===== config.mk =====
export PLATFORM = sky130hd
export DESIGN_NAME = alu_operand_ctrl
export DESIGN_NICKNAME = d
export VERILOG_FILES = /design/src/rtl/alu_ctrl_pkg.sv /design/src/rtl/alu_operand_ctrl_fwd_compare.sv /design/src/rtl/alu_operand_ctrl.sv
export SDC_FILE = /design/constraint.sdc
export NUM_CORES = 1
export LEC_CHECK = 0
export BUFFER_PORTS_ARGS = -buffer_cell sky130_fd_sc_hd__buf_2
export CORE_ASPECT_RATIO = 0.8
export CORE_MARGIN = 5
export CORE_UTILIZATION = 57
export DETAILED_ROUTE_END_ITERATION = 8
export GPL_ROUTABILITY_DRIVEN = 0
export MAX_ROUTING_LAYER = met4
export PLACE_DENSITY = 0.84
export SETUP_SLACK_MARGIN = 0.1
export SLEW_MARGIN = 20
export SYNTH_ARGS = -nofsm -noshare
export SYNTH_HDL_FRONTEND = slang
export SYNTH_SLANG_ARGS = --single-unit
export TNS_END_PERCENT = 10

===== constraint.sdc =====
create_clock -name clk -period 5.5 [get_ports clk]
set_clock_uncertainty 0.2 [all_clocks]
set_input_delay 0.825 -clock clk [delete_from_list [all_inputs] [get_ports clk]]
set_output_delay 0.825 -clock clk [all_outputs]
set_load 0.02 [all_outputs]

===== src/rtl/alu_ctrl_pkg.sv =====
// Shared types for the execute-stage operand scheduler: forward/source
// select encodings, the per-stage destination record and the stall FSM state.
package alu_ctrl_pkg;

    // Width of the rd field held in each stage record.
    localparam int RD_W = 5;

    // Stage positions inside the in-flight record array.
    localparam int EX_IDX     = 0;
    localparam int MEM_IDX    = 1;
    localparam int WB_IDX     = 2;
    localparam int NUM_STAGES = 3;

    // Number of stages that can feed a forwarding path (EX and MEM).
    localparam int NUM_FWD_STAGES = 2;

    typedef enum logic [1:0] {
        FWD_RF    = 2'b00,
        FWD_EXMEM = 2'b01,
        FWD_MEMWB = 2'b10
    } fwd_sel_t;

    typedef enum logic [1:0] {
        SRC2_REG = 2'b00,
        SRC2_IMM = 2'b01,
        SRC2_ONE = 2'b10
    } src2_sel_t;

    typedef struct packed {
        logic            valid;
        logic [RD_W-1:0] rd;
        logic            regWrite;
        logic            memRead;
    } stage_rec_t;

    typedef enum logic {
        RUN   = 1'b0,
        STALL = 1'b1
    } ctrl_state_t;

    // An empty pipeline slot: nothing valid, nothing written.
    localparam stage_rec_t BUBBLE_REC = '0;

    // Map the raw ID request onto a legal mux select; the reserved code
    // falls back to the register operand so the mux never sees 11.
    function automatic src2_sel_t legal_src2(input logic [1:0] req);
        case (req)
            2'b01:   return SRC2_IMM;
            2'b10:   return SRC2_ONE;
            default: return SRC2_REG;
        endcase
    endfunction

    // The youngest producer wins: an EX match shadows an older MEM match.
    function automatic fwd_sel_t pick_fwd(input logic ex_hit, input logic mem_hit);
        if (ex_hit) begin
            return FWD_EXMEM;
        end else if (mem_hit) begin
            return FWD_MEMWB;
        end
        return FWD_RF;
    endfunction

endpackage


===== src/rtl/alu_operand_ctrl_fwd_compare.sv =====
// Combinational source-vs-producer match: true when the stage record will
// write the register the decode instruction wants to read. x0 never matches.
module fwd_compare
    import alu_ctrl_pkg::*;
#(
    parameter int REG_ADDR_W = 5
) (
    input  logic [REG_ADDR_W-1:0] rs,
    input  logic                  rec_valid,
    input  logic [RD_W-1:0]       rec_rd,
    input  logic                  rec_reg_write,
    output logic                  hit
);

    logic [RD_W-1:0] rs_ext;

    // Bring the source index to record width, then qualify the equality.
    always_comb begin
        rs_ext = RD_W'(rs);
        hit    = rec_valid && rec_reg_write && (rec_rd != '0) && (rec_rd == rs_ext);
    end

endmodule


===== src/rtl/alu_operand_ctrl.sv =====
// Execute-stage operand scheduler: tracks EX/MEM/WB destination records,
// registers the ALU input-2 and forwarding selects into EX, and sequences a
// single-cycle decode stall on load-use hazards. Hold freezes everything;
// a branch flush turns the incoming EX slot into a bubble.
module alu_operand_ctrl
    import alu_ctrl_pkg::*;
#(
    parameter int REG_ADDR_W = 5,
    parameter int CNT_W      = 16
) (
    input  logic                  clk,
    input  logic                  reset,
    input  logic                  idValid,
    input  logic [REG_ADDR_W-1:0] idRs1,
    input  logic [REG_ADDR_W-1:0] idRs2,
    input  logic [REG_ADDR_W-1:0] idRd,
    input  logic                  idRegWrite,
    input  logic                  idMemRead,
    input  logic [1:0]            idSrc2Sel,
    input  logic                  holdIn,
    input  logic                  branchFlush,
    output logic [1:0]            input2Select,
    output logic [1:0]            fwdASelect,
    output logic [1:0]            fwdBSelect,
    output logic                  stallDecode,
    output logic                  exBubble,
    output logic [CNT_W-1:0]      stallCount
);

    // In-flight destination records, index 0 = EX, 1 = MEM, 2 = WB.
    stage_rec_t       stage_reg [NUM_STAGES];
    ctrl_state_t      state_reg;
    src2_sel_t        input2_sel_reg;
    fwd_sel_t         fwd_a_reg;
    fwd_sel_t         fwd_b_reg;
    logic             ex_bubble_reg;
    logic [CNT_W-1:0] stall_cnt_reg;

    // Decode-time decisions.
    logic [NUM_FWD_STAGES-1:0] rs1_hit;
    logic [NUM_FWD_STAGES-1:0] rs2_hit;
    logic                      src2_is_reg;
    logic                      load_use;
    logic                      stall_take;
    logic                      issue;
    stage_rec_t                ex_next;
    src2_sel_t                 input2_sel_next;
    fwd_sel_t                  fwd_a_next;
    fwd_sel_t                  fwd_b_next;
    logic [CNT_W-1:0]          stall_cnt_next;

    // One comparator per (source, producer stage) pair.
    genvar gi;
    generate
        for (gi = 0; gi < NUM_FWD_STAGES; gi++) begin : g_fwd_cmp
            fwd_compare #(
                .REG_ADDR_W(REG_ADDR_W)
            ) u_cmp_rs1 (
                .rs           (idRs1),
                .rec_valid    (stage_reg[gi].valid),
                .rec_rd       (stage_reg[gi].rd),
                .rec_reg_write(stage_reg[gi].regWrite),
                .hit          (rs1_hit[gi])
            );

            fwd_compare #(
                .REG_ADDR_W(REG_ADDR_W)
            ) u_cmp_rs2 (
                .rs           (idRs2),
                .rec_valid    (stage_reg[gi].valid),
                .rec_rd       (stage_reg[gi].rd),
                .rec_reg_write(stage_reg[gi].regWrite),
                .hit          (rs2_hit[gi])
            );
        end
    endgenerate

    // Hazard detection and the values that will be loaded into EX.
    always_comb begin
        src2_is_reg = (idSrc2Sel == SRC2_REG);

        // A load in EX cannot forward yet; the consumer must wait one cycle.
        // rs2 only counts when the ALU actually reads the register operand.
        // In STALL the EX slot is a bubble, so a second hazard cannot arise.
        load_use = idValid
                && (state_reg == RUN)
                && stage_reg[EX_IDX].valid
                && stage_reg[EX_IDX].memRead
                && (stage_reg[EX_IDX].rd != '0)
                && ((stage_reg[EX_IDX].rd == RD_W'(idRs1))
                    || (src2_is_reg && (stage_reg[EX_IDX].rd == RD_W'(idRs2))));

        // A flush discards the consumer, so there is nothing to stall for.
        stall_take  = load_use && !branchFlush;
        stallDecode = stall_take && !holdIn && !reset;

        // The ID instruction enters EX only when it is real and neither
        // stalled nor flushed; otherwise EX receives a bubble.
        issue = idValid && !branchFlush && !load_use;

        ex_next         = BUBBLE_REC;
        input2_sel_next = SRC2_REG;
        fwd_a_next      = FWD_RF;
        fwd_b_next      = FWD_RF;
        if (issue) begin
            ex_next.valid    = 1'b1;
            ex_next.rd       = RD_W'(idRd);
            ex_next.regWrite = idRegWrite;
            ex_next.memRead  = idMemRead;
            input2_sel_next  = legal_src2(idSrc2Sel);
            fwd_a_next       = pick_fwd(rs1_hit[EX_IDX], rs1_hit[MEM_IDX]);
            if (src2_is_reg) begin
                fwd_b_next = pick_fwd(rs2_hit[EX_IDX], rs2_hit[MEM_IDX]);
            end
        end

        // Saturating stall counter increment.
        stall_cnt_next = stall_cnt_reg;
        if (stall_take && (stall_cnt_reg != {CNT_W{1'b1}})) begin
            stall_cnt_next = stall_cnt_reg + CNT_W'(1);
        end
    end

    // Stall FSM, stage records and registered selects; hold freezes all of it.
    always_ff @(posedge clk or posedge reset) begin
        if (reset) begin
            for (int i = 0; i < NUM_STAGES; i++) begin
                stage_reg[i] <= BUBBLE_REC;
            end
            state_reg      <= RUN;
            input2_sel_reg <= SRC2_REG;
            fwd_a_reg      <= FWD_RF;
            fwd_b_reg      <= FWD_RF;
            ex_bubble_reg  <= 1'b1;
            stall_cnt_reg  <= '0;
        end else if (!holdIn) begin
            for (int i = NUM_STAGES - 1; i > 0; i--) begin
                stage_reg[i] <= stage_reg[i-1];
            end
            stage_reg[EX_IDX] <= ex_next;
            input2_sel_reg    <= input2_sel_next;
            fwd_a_reg         <= fwd_a_next;
            fwd_b_reg         <= fwd_b_next;
            ex_bubble_reg     <= !issue;
            stall_cnt_reg     <= stall_cnt_next;
            case (state_reg)
                RUN:     state_reg <= stall_take ? STALL : RUN;
                STALL:   state_reg <= RUN;
                default: state_reg <= RUN;
            endcase
        end
    end

    assign input2Select = input2_sel_reg;
    assign fwdASelect   = fwd_a_reg;
    assign fwdBSelect   = fwd_b_reg;
    assign exBubble     = ex_bubble_reg;
    assign stallCount   = stall_cnt_reg;

endmodule

==> results.sh, run 1 <==
export IMPL_grt_max_degree=40
export IMPL_cts_path_max_buffers=2
export IMPL_startpoint_type="input pin"
export IMPL_ys_types=35
export IMPL_wl_per_cell_um=15.7
export IMPL_ant_nets=0
export IMPL_cpMostUsedCell="buf_2"
export IMPL_num_antenna_cells=0
export IMPL_required_ns=4.47
export IMPL_post_cts_buffers=0
export IMPL_routed_wl_mm=4.36
export IMPL_ys_ff_latch=39
export IMPL_drc=0
export IMPL_cp_arrival_ns=2.12
export IMPL_seqPwrFrac_pct=50.9
export IMPL_first_iter_violations=122
export IMPL_yosys_top_cells_count="dfrtp_1 (38), xnor2_1 (18), nand2_1 (17), xor2_1 (17), nand3_1 (12)"
export IMPL_ys_seq_area_share_pct=49.4
export IMPL_antenna_found_initial=0
export IMPL_intPower_uw=458
export IMPL_synth_edf_count=0
export IMPL_r2r_end="fwdASelect[1]"
export IMPL_num_rows=19
export IMPL_cts_made_buffers=5
export IMPL_clk_pin_slew_ns=0.08
export IMPL_fin_tns_setup_ns=0
export IMPL_rr_startpoint="stage_reg[19]"
export IMPL_avgSynthCellArea_um2=10.7
export IMPL_initial_utilization_pct=58.2
export IMPL_largest_reg_flops=16
export IMPL_first_pass_iters=4
export IMPL_numPortBuffers=47
export IMPL_worst_pin_slew_ns=0.657
export IMPL_cpPeakStageDelay_ns=0.45
export IMPL_critPathKind="input pin to output port"
export IMPL_cts_hold_buffers=0
export IMPL_p_sw_uw=144
export IMPL_ctsResizeCount=0
export IMPL_switching_share_pct=23.9
export IMPL_drive_above_1_share_pct=30.1
export IMPL_yosysMostFrequentCell="dfrtp_1"
export IMPL_viasPerCell=5.51
export IMPL_fillers=260
export IMPL_die_x_um=75.8
export IMPL_timing_hold_ws_ns=0.273
export IMPL_holdPathStages=2
export IMPL_clk_latency_ns=0.29
export IMPL_clock_tree_htree_level_count=2
export IMPL_grt_pass1_vias=1554
export IMPL_drv_cap=0
export IMPL_core_area_um2=3400
export IMPL_finalHoldViolCount=0
export IMPL_rsz0062_at_grt="false"
export IMPL_synthArstFlopShare_pct=100
export IMPL_ys_top_cells_by_area="dfrtp_1 (48%), xnor2_1 (8.0%), xor2_1 (7.5%)"
export IMPL_nets=260
export IMPL_fin_crit_ns=3.14
export IMPL_r2r_slack_ns=3.04
export IMPL_crit_slowest_cell="nor3_2"
export IMPL_synth_top_area_share_pct=48.1
export IMPL_hp_class="register to register"
export IMPL_postSynthCellCount=184
export IMPL_clockPowerShare_pct=39.4
export IMPL_track_usage_pct=20.6
export IMPL_status="complete, no violations"
export IMPL_io_pins=48
export IMPL_end_kind="output port"
export IMPL_syn_nets=209
export IMPL_vias=1533
export IMPL_grt_ovfl_total=0
export IMPL_min_delay_start="input2Select[1]"
export IMPL_power_total_uw=603
export IMPL_syn2layout_area_growth_pct=19.5
export IMPL_slew_headroom_pct=56.0
export IMPL_synth_area_um2=1980
export IMPL_yosys_area_top_type="dfrtp_1"
export IMPL_cts_sinks=39
export IMPL_peakVddDrop_mv=0.170
export IMPL_reg2reg_depth=6
export IMPL_hold_end="input2Select[1]"
export IMPL_die_height_um=62.7
export IMPL_clock_root_buffer="clkbuf_8"
export IMPL_fmax_mhz=318
export IMPL_maxSlewViolCount=0
export IMPL_ys_flop_type="dfrtp_1"
export IMPL_cts_tree="yes"
export IMPL_p_per_area_nw_per_um2=255
export IMPL_finalSetupViolCount=0
export IMPL_grt_pass1_wl_mm=7.37
export IMPL_combPwrFrac_pct=9.7
export IMPL_path_cells="buf_2, xnor2_1, nand3_1, nor3_2, o21ai_4, nor3_1, buf_2"
export IMPL_worstPathMaxFanout=8
export IMPL_period_share_pct=57.2
export IMPL_dieArea_um2=4750
export IMPL_multi_input_area_um2=958
export IMPL_synth_warnings=0
export IMPL_hpwl_mm=3.22
export IMPL_p_leak_nw=1.20
export IMPL_regArea_um2=977
-- critical path, delay by kind of cell --
| kind | cells | cell delay [ns] |
|---|---|---|
| simple gates | 3 | 0.71 |
| xor+xnor | 1 | 0.13 |
| buf+inv | 2 | 0.30 |
| compound gates | 1 | 0.16 |
-- cells in the final DEF, fill, tap and decap left out, types with 2 or more instances in the layout --
| cell type | synthesis | final |
|---|---|---|
| nand4b_1 | 2 | 2 |
| clkbuf_8 | 0 | 5 |
| nor2_1 | 10 | 10 |
| mux2_2 | 8 | 8 |
| or4_1 | 2 | 2 |
| a211oi_1 | 2 | 2 |
| o211ai_1 | 3 | 3 |
| a22o_1 | 7 | 7 |
| inv_1 | 5 | 5 |
| nand3_1 | 12 | 12 |
| buf_2 | 0 | 47 |
| nand2_1 | 17 | 17 |
| nor3_1 | 6 | 6 |
| xor2_1 | 17 | 17 |
| dfrtp_1 | 38 | 38 |
| and2_1 | 2 | 2 |
| nand4_1 | 7 | 7 |
| and3_1 | 4 | 4 |
| o21ai_0 | 2 | 2 |
| nor4_1 | 3 | 3 |
| xnor2_1 | 18 | 18 |
| a21oi_1 | 2 | 2 |
-- power by group through the flow --
| stage | Sequential (mW) | Combinational [mW] | Clock, mW |
|---|---|---|---|
| floorplan | 0.310 | 0.0383 | 0 |
| global placement | 0.312 | 0.0569 | 0 |
| detailed placement | 0.312 | 0.0584 | 0 |
| CTS | 0.307 | 0.0589 | 0.240 |
| global route | 0.308 | 0.0645 | 0.254 |
| finish | 0.307 | 0.0583 | 0.238 |
-- through the flow --
step	worst slack (ns)	util, %	area (um2)	cells
2_1_floorplan	2.45	-	1980	184
3_3_place_gp	2.42	66.2	2250	270
3_5_place_dp	2.36	66.2	2250	270
4_1_cts	2.35	69.5	2360	278
5_1_grt	2.22	69.5	2360	278
6_report	2.36	69.5	2360	278
-- routing by layer --
metal | share of wire [%] | wire [um] | up-vias | track usage, %
met5 | 0 | 0 | - | -
met4 | 1.6 | 68 | 0 | 6.33
met3 | 6.0 | 260 | 9 | 5.63
met2 | 46 | 2010 | 43 | 29.5
met1 | 46 | 2020 | 724 | 28.3
li1 | - | - | 757 | -
-- worst max path at each step --
stage	start	endpoint	slack (ns)	cells after the start
after floorplan	idRs1[4]	stallDecode	2.45	5
after global placement	idRs1[1]	stallDecode	2.42	7
after detailed placement	idRs1[1]	stallDecode	2.36	7
after CTS	idRs1[1]	stallDecode	2.35	7
after global routing	idRs1[2]	stallDecode	2.22	7
final	idRs1[1]	stallDecode	2.36	7
-- cell families (layout without fill, tap and decap cells) --
family / count (synthesis) / after routing / synth area share [%]
flops: 39 / 39 / 49.4
simple gates: 70 / 70 / 18.7
xor+xnor: 35 / 35 / 15.5
compound gates: 22 / 22 / 9.11
mux: 8 / 8 / 4.56
buf+inv: 9 / 61 / 2.09
fa+ha+maj: 1 / 1 / 0.633
-- layout make-up --
cell class	count	area share, %
well taps	42	2.22
clock buffers	5	2.91
clock inverters	3	1.85
repair buffers	48	10.3
multi-input cells	136	40.6
flip-flops and latches	39	41.4
inverters	5	0.794
Note: power is estimated with default switching activity, not from simulation.
==> run 2: changes to the inputs <==
--- a/config.mk
+++ b/config.mk
@@ -5,14 +5,15 @@
 export SDC_FILE = /design/constraint.sdc
 export NUM_CORES = 1
 export LEC_CHECK = 0
+export ABC_AREA = 1
 export BUFFER_PORTS_ARGS = -buffer_cell sky130_fd_sc_hd__buf_2
 export CORE_ASPECT_RATIO = 0.8
 export CORE_MARGIN = 5
-export CORE_UTILIZATION = 57
+export CORE_UTILIZATION = 49
 export DETAILED_ROUTE_END_ITERATION = 8
 export GPL_ROUTABILITY_DRIVEN = 0
 export MAX_ROUTING_LAYER = met4
-export PLACE_DENSITY = 0.84
+export PLACE_DENSITY = 0.75
 export SETUP_SLACK_MARGIN = 0.1
 export SLEW_MARGIN = 20
 export SYNTH_ARGS = -nofsm -noshare
==> constraint.sdc (replaced) <==
create_clock -name clk -period 2.55 [get_ports clk]
set_clock_uncertainty 0.2 [all_clocks]
set_input_delay 0.3825 -clock clk [delete_from_list [all_inputs] [get_ports clk]]
set_output_delay 0.3825 -clock clk [all_outputs]
set_load 0.02 [all_outputs]
==> results.sh, run 2 <==
export IMPL_syn2layout_area_growth_pct=18.4
export IMPL_synth_top_family_by_area="simple AND/OR/NAND/NOR gates"
export IMPL_cts_path_max_buffers=2
export IMPL_cp_arrival_ns=1.75
export IMPL_ys_seq_area_share_pct=41.6
export IMPL_antenna_found_initial=0
export IMPL_yosys_area_share_simple_pct=36.8
export IMPL_first_pass_iters=4
export IMPL_die_x_um=87.4
export IMPL_viasPerCell=5.09
export IMPL_core_area_um2=4620
export IMPL_fillers=440
export IMPL_synthArstFlopShare_pct=100
export IMPL_routed_wl_mm=5.57
export IMPL_grt_max_degree=40
export IMPL_clock_root_buffer="clkbuf_8"
export IMPL_wl_per_cell_um=13.0
export IMPL_numPortBuffers=47
export IMPL_grt_ovfl_total=0
export IMPL_postSynthCellCount=314
export IMPL_synth_edf_count=0
export IMPL_power_total_mw=1.23
export IMPL_synth_xor_area_share_pct=7.83
export IMPL_clk_latency_ns=0.29
export IMPL_maxSlewViolCount=0
export IMPL_track_usage_pct=19.4
export IMPL_cts_made_buffers=5
export IMPL_synthAdderAreaFrac_pct=0.532
export IMPL_cts_tree="yes"
export IMPL_regArea_um2=977
export IMPL_yosysMostFrequentCell="nand2_1"
export IMPL_nets=391
export IMPL_worstPathMaxFanout=4
export IMPL_grt_pass1_wl_mm=9.43
export IMPL_fin_crit_ns=2.34
export IMPL_initial_utilization_pct=50.8
export IMPL_die_height_um=71.9
export IMPL_slew_headroom_pct=66.5
export IMPL_yosys_area_top_type="dfrtp_1"
export IMPL_muxShareOfSynthArea_pct=0
export IMPL_yosys_top_cells_count="nand2_1 (99), dfrtp_1 (38), inv_1 (27), nand3_1 (26), nand4_1 (21)"
export IMPL_first_iter_violations=123
export IMPL_critPathKind="register to output port"
export IMPL_cts_hold_buffers=0
export IMPL_io_pins=48
export IMPL_ys_types=31
export IMPL_hp_class="input pin to asynchronous set/reset pin"
export IMPL_p_per_area_nw_per_um2=441
export IMPL_hpwl_mm=4.28
export IMPL_finalSetupViolCount=0
export IMPL_ant_nets=0
export IMPL_dieArea_um2=6290
export IMPL_clk_pin_slew_ns=0.08
export IMPL_syn_nets=339
export IMPL_ys_ff_latch=39
export IMPL_required_ns=1.97
export IMPL_peakVddDrop_mv=0.217
export IMPL_synth_warnings=0
export IMPL_drc=0
export IMPL_final_cell_mix="nand2_1 (97), buf_2 (46), dfrtp_1 (38)"
export IMPL_num_antenna_cells=0
export IMPL_ys_flop_type="dfrtp_1"
export IMPL_rsz0062_at_grt="false"
export IMPL_avgSynthCellArea_um2=7.48
export IMPL_fmax_mhz=428
export IMPL_largest_reg_flops=16
export IMPL_num_rows=22
export IMPL_synth_top_area_share_pct=40.5
export IMPL_fin_tns_setup_ns=0
export IMPL_finalHoldViolCount=0
export IMPL_clock_tree_htree_level_count=2
export IMPL_worst_pin_slew_ns=0.503
export IMPL_final_common_cell="nand2_1"
export IMPL_synth_area_um2=2350
export IMPL_grt_pass1_vias=2050
export IMPL_ys_top_cells_by_area="dfrtp_1 (40%), nand2_1 (16%), nand4_1 (5.6%)"
export IMPL_end_kind="output port"
export IMPL_period_share_pct=91.6
export IMPL_drive_above_1_share_pct=24.5
export IMPL_drv_cap=0
export IMPL_startpoint_type="register"
export IMPL_status="complete, no violations"
export IMPL_vias=2174
export IMPL_synth_compound_area_share_pct=5.48
export IMPL_cts_sinks=39
export IMPL_multi_input_area_um2=1210
export IMPL_p_leak_nw=1.41
-- run 2: cell count changes after synthesis, moves of 5 or more --
cell,change
nand3_1,+14
nand4_1,+14
o21ai_1,+11
xor2_1,-5
xnor2_1,-9
o21ai_0,+6
a22o_1,-7
inv_2,+9
nand2_1,+82
mux2_2,-8
nor2_1,+8
inv_1,+22
-- run 2: path summary, 6_finish.rpt --
path,slack [ns],start,cells past startpoint,end
min in group clk,0.11,idRegWrite,3,stage_reg[17]
hold reg to reg,0.28,input2Select[1],2,input2Select[1]
setup / recovery,0.21,stage_reg[18],9,stallDecode
hold / removal,0.01,reset,3,stallCount[0]
setup reg to reg,0.43,stallCount[0],9,stallCount[15]
max in group asynchronous,1.77,reset,3,exBubble
-- run 2: metrics by stage --
step / hold slack (ns) / instances / utilization [%] / setup WS, ns / instance area (um2)
2_1_floorplan: 0.242 / 314 / - / 0.528 / 2350
3_3_place_gp: 0.260 / 417 / 57.2 / 0.409 / 2650
3_5_place_dp: 0.267 / 417 / 57.2 / 0.407 / 2650
4_1_cts: 0.0211 / 425 / 59.2 / 0.150 / 2740
5_1_grt: 0.0563 / 427 / 60.1 / 0.0814 / 2780
6_report: 0.00994 / 427 / 60.1 / 0.214 / 2780
-- run 2: kinds of logic after synthesis --
group,after synthesis
AO/OA/AOI/OAI,23
XOR/XNOR,21
adder cells (fa/ha/maj),1
buffers and inverters,45
flip-flops,39
AND/OR/NAND/NOR,185
-- run 2: final cells by class --
| class | count | share of cell area (%) |
|---|---|---|
| sequential | 39 | 35.1 |
| multi-input combinational | 230 | 43.5 |
| tap | 60 | 2.70 |
| clock inverter | 3 | 0.855 |
| clock buffer | 5 | 2.47 |
| inverter | 37 | 4.99 |
| timing repair buffer | 53 | 10.3 |
-- run 2: repair_timing --
action | CTS | global route
endpoints found under the setup margin | 0 | 1
buffers inserted | 0 | 2
gates resized for setup | 0 | 9
endpoints found under the hold margin | 0 | 0
-- run 2: routing by layer --
layer	wire (um)	track usage (%)
met2	2360	26.3
met5	0	-
met1	2860	29.2
met4	38	5.45
met3	306	3.75
-- run 2: report_power, final --
part           total (mW)  internal, mW  switching [mW]
clock network       0.420         0.195           0.225
registers           0.657         0.639          0.0185
logic               0.150        0.0566          0.0938
total                1.23         0.891           0.337
-- run 2: worst max-delay path, cell delays in order (launching register included) --
cell and delay [ns]:
dfrtp_1 0.41, inv_2 0.07, nand2_1 0.06, nand2_1 0.05, nor2_2 0.12, nand4_1 0.19
a21oi_4 0.22, nand2_2 0.09, nor2_2 0.12, buf_6 0.12
==> run 3: changes to the inputs <==
==> constraint.sdc (replaced) <==
create_clock -name clk -period 2.55 [get_ports clk]
set_clock_uncertainty 0.2 [all_clocks]
set_input_delay 0.255 -clock clk [delete_from_list [all_inputs] [get_ports clk]]
set_output_delay 0.255 -clock clk [all_outputs]
set_load 0.02 [all_outputs]
==> results.sh, run 3 (synthesis results as in run 2) <==
export IMPL_drive_above_1_share_pct=22.1
export IMPL_cp_arrival_ns=1.81
export IMPL_clock_root_buffer="clkbuf_8"
export IMPL_clk_latency_ns=0.29
export IMPL_grt_ovfl_total=0
export IMPL_hpwl_mm=4.24
export IMPL_period_share_pct=88.7
export IMPL_worst_pin_slew_ns=0.605
export IMPL_fin_tns_setup_ns=0
export IMPL_final_common_cell="nand2_1"
export IMPL_maxSlewViolCount=0
export IMPL_clock_tree_htree_level_count=2
export IMPL_drv_cap=0
export IMPL_worstPathMaxFanout=4
export IMPL_core_area_um2=4620
export IMPL_worst_slack_ns=0.287
export IMPL_maxUsedRoutingLayer="met4"
export IMPL_wl_met2_mm=2.30
export IMPL_vias=2218
export IMPL_die_height_um=71.9
export IMPL_wl_per_cell_um=13.0
export IMPL_end_kind="output port"
export IMPL_nets=390
export IMPL_finalSetupViolCount=0
export IMPL_syn2layout_area_growth_pct=18.2
export IMPL_p_per_area_nw_per_um2=468
export IMPL_rsz0062_at_grt="false"
export IMPL_peakVddDrop_mv=0.412
export IMPL_ant_nets=0
export IMPL_numPortBuffers=47
export IMPL_largest_reg_flops=16
export IMPL_num_rows=22
export IMPL_initial_utilization_pct=50.8
export IMPL_cts_tree="yes"
export IMPL_wl_met3_um=467
export IMPL_critPathKind="register to output port"
export IMPL_antenna_found_initial=0
export IMPL_required_ns=2.10
export IMPL_cts_made_buffers=5
export IMPL_viasPerCell=5.21
export IMPL_cts_sinks=39
export IMPL_slew_headroom_pct=59.4
export IMPL_fmax_mhz=442
export IMPL_drc=0
export IMPL_placed_area_um2=2640
export IMPL_postLayoutCellArea_um2=2780
export IMPL_status="complete, no violations"
export IMPL_dieArea_um2=6290
export IMPL_grt_max_degree=40
export IMPL_fin_crit_ns=2.26
export IMPL_routed_wl_mm=5.52
export IMPL_die_x_um=87.4
export IMPL_fillers=436
export IMPL_io_pins=48
export IMPL_clk_pin_slew_ns=0.08
export IMPL_p_leak_nw=1.42
export IMPL_cts_path_max_buffers=2
export IMPL_finalHoldViolCount=0
export IMPL_first_pass_iters=4
export IMPL_final_cell_mix="nand2_1 (99), buf_2 (47), dfrtp_1 (38)"
export IMPL_track_usage_pct=19.1
export IMPL_first_iter_violations=143
export IMPL_drt_met1_wl_mm=2.70
export IMPL_grt_pass1_wl_mm=9.42
export IMPL_startpoint_type="register"
export IMPL_dp_slack_ns=0.471
export IMPL_hp_class="input pin to register"
export IMPL_grt_pass1_vias=2018
export IMPL_num_antenna_cells=0
## run 3: final timing paths
kind / start / to / cells after the start / slack [ns]
worst max-delay path: stage_reg[19] / stallDecode / 8 / 0.29
worst min-delay path: idRd[2] / stage_reg[20] / 3 / 0.007
min in group asynchronous: reset / stage_reg[9] / 4 / 0.43
max in group asynchronous: reset / exBubble / 4 / 1.37
worst max register to register: stallCount[0] / stallCount[0] / 9 / 0.43
worst min register to register: stage_reg[16] / stage_reg[16] / 2 / 0.28
## run 3: power by group
group | internal, mW | switching, mW | total, mW
Clock | 0.292 | 0.206 | 0.497
Combinational | 0.0547 | 0.0895 | 0.144
Sequential | 0.639 | 0.0181 | 0.657
## run 3: layout make-up
type / count / area [um2] / share of cell area (%)
Clock buffer: 6 / 72.6 / 2.61
Clock inverter: 2 / 37.5 / 1.35
Inverter: 37 / 139 / 5.00
Multi-Input combinational cell: 230 / 1200 / 43.1
Sequential cell: 39 / 977 / 35.2
Tap cell: 60 / 75.1 / 2.70
Timing Repair Buffer: 52 / 278 / 10.0
## run 3: layer usage
metal,vias to the layer above,global-route usage (%)
li1,1122,-
met1,1011,28.6
met2,79,26.7
met3,6,3.63
met4,0,4.60
met5,-,-
## run 3: worst max-delay path: stages (launching register included)
cell and delay, ns:
dfrtp_1 0.42, inv_2 0.09, nand2_1 0.05, a21oi_1 0.25, nand3_2 0.17, a21oi_4 0.19
nand2_1 0.09, nor2_1 0.09, buf_2 0.17
## run 3: metrics by stage
stage	std cells	util [%]	hold WS (ns)	power, mW
2_1_floorplan	314	-	0.193	0.757
3_3_place_gp	416	57.1	0.212	0.806
3_5_place_dp	416	57.1	0.215	0.810
4_1_cts	426	59.9	0.000536	1.31
5_1_grt	426	60.0	0.0162	1.36
6_report	426	60.0	0.00741	1.30
## run 3: timing repair
action	4_1_cts	5_1_grt
endpoints found under the hold margin	39	0
setup buffers	0	0
setup endpoints to repair	0	1
gates resized for setup	0	2
hold buffers	2	0
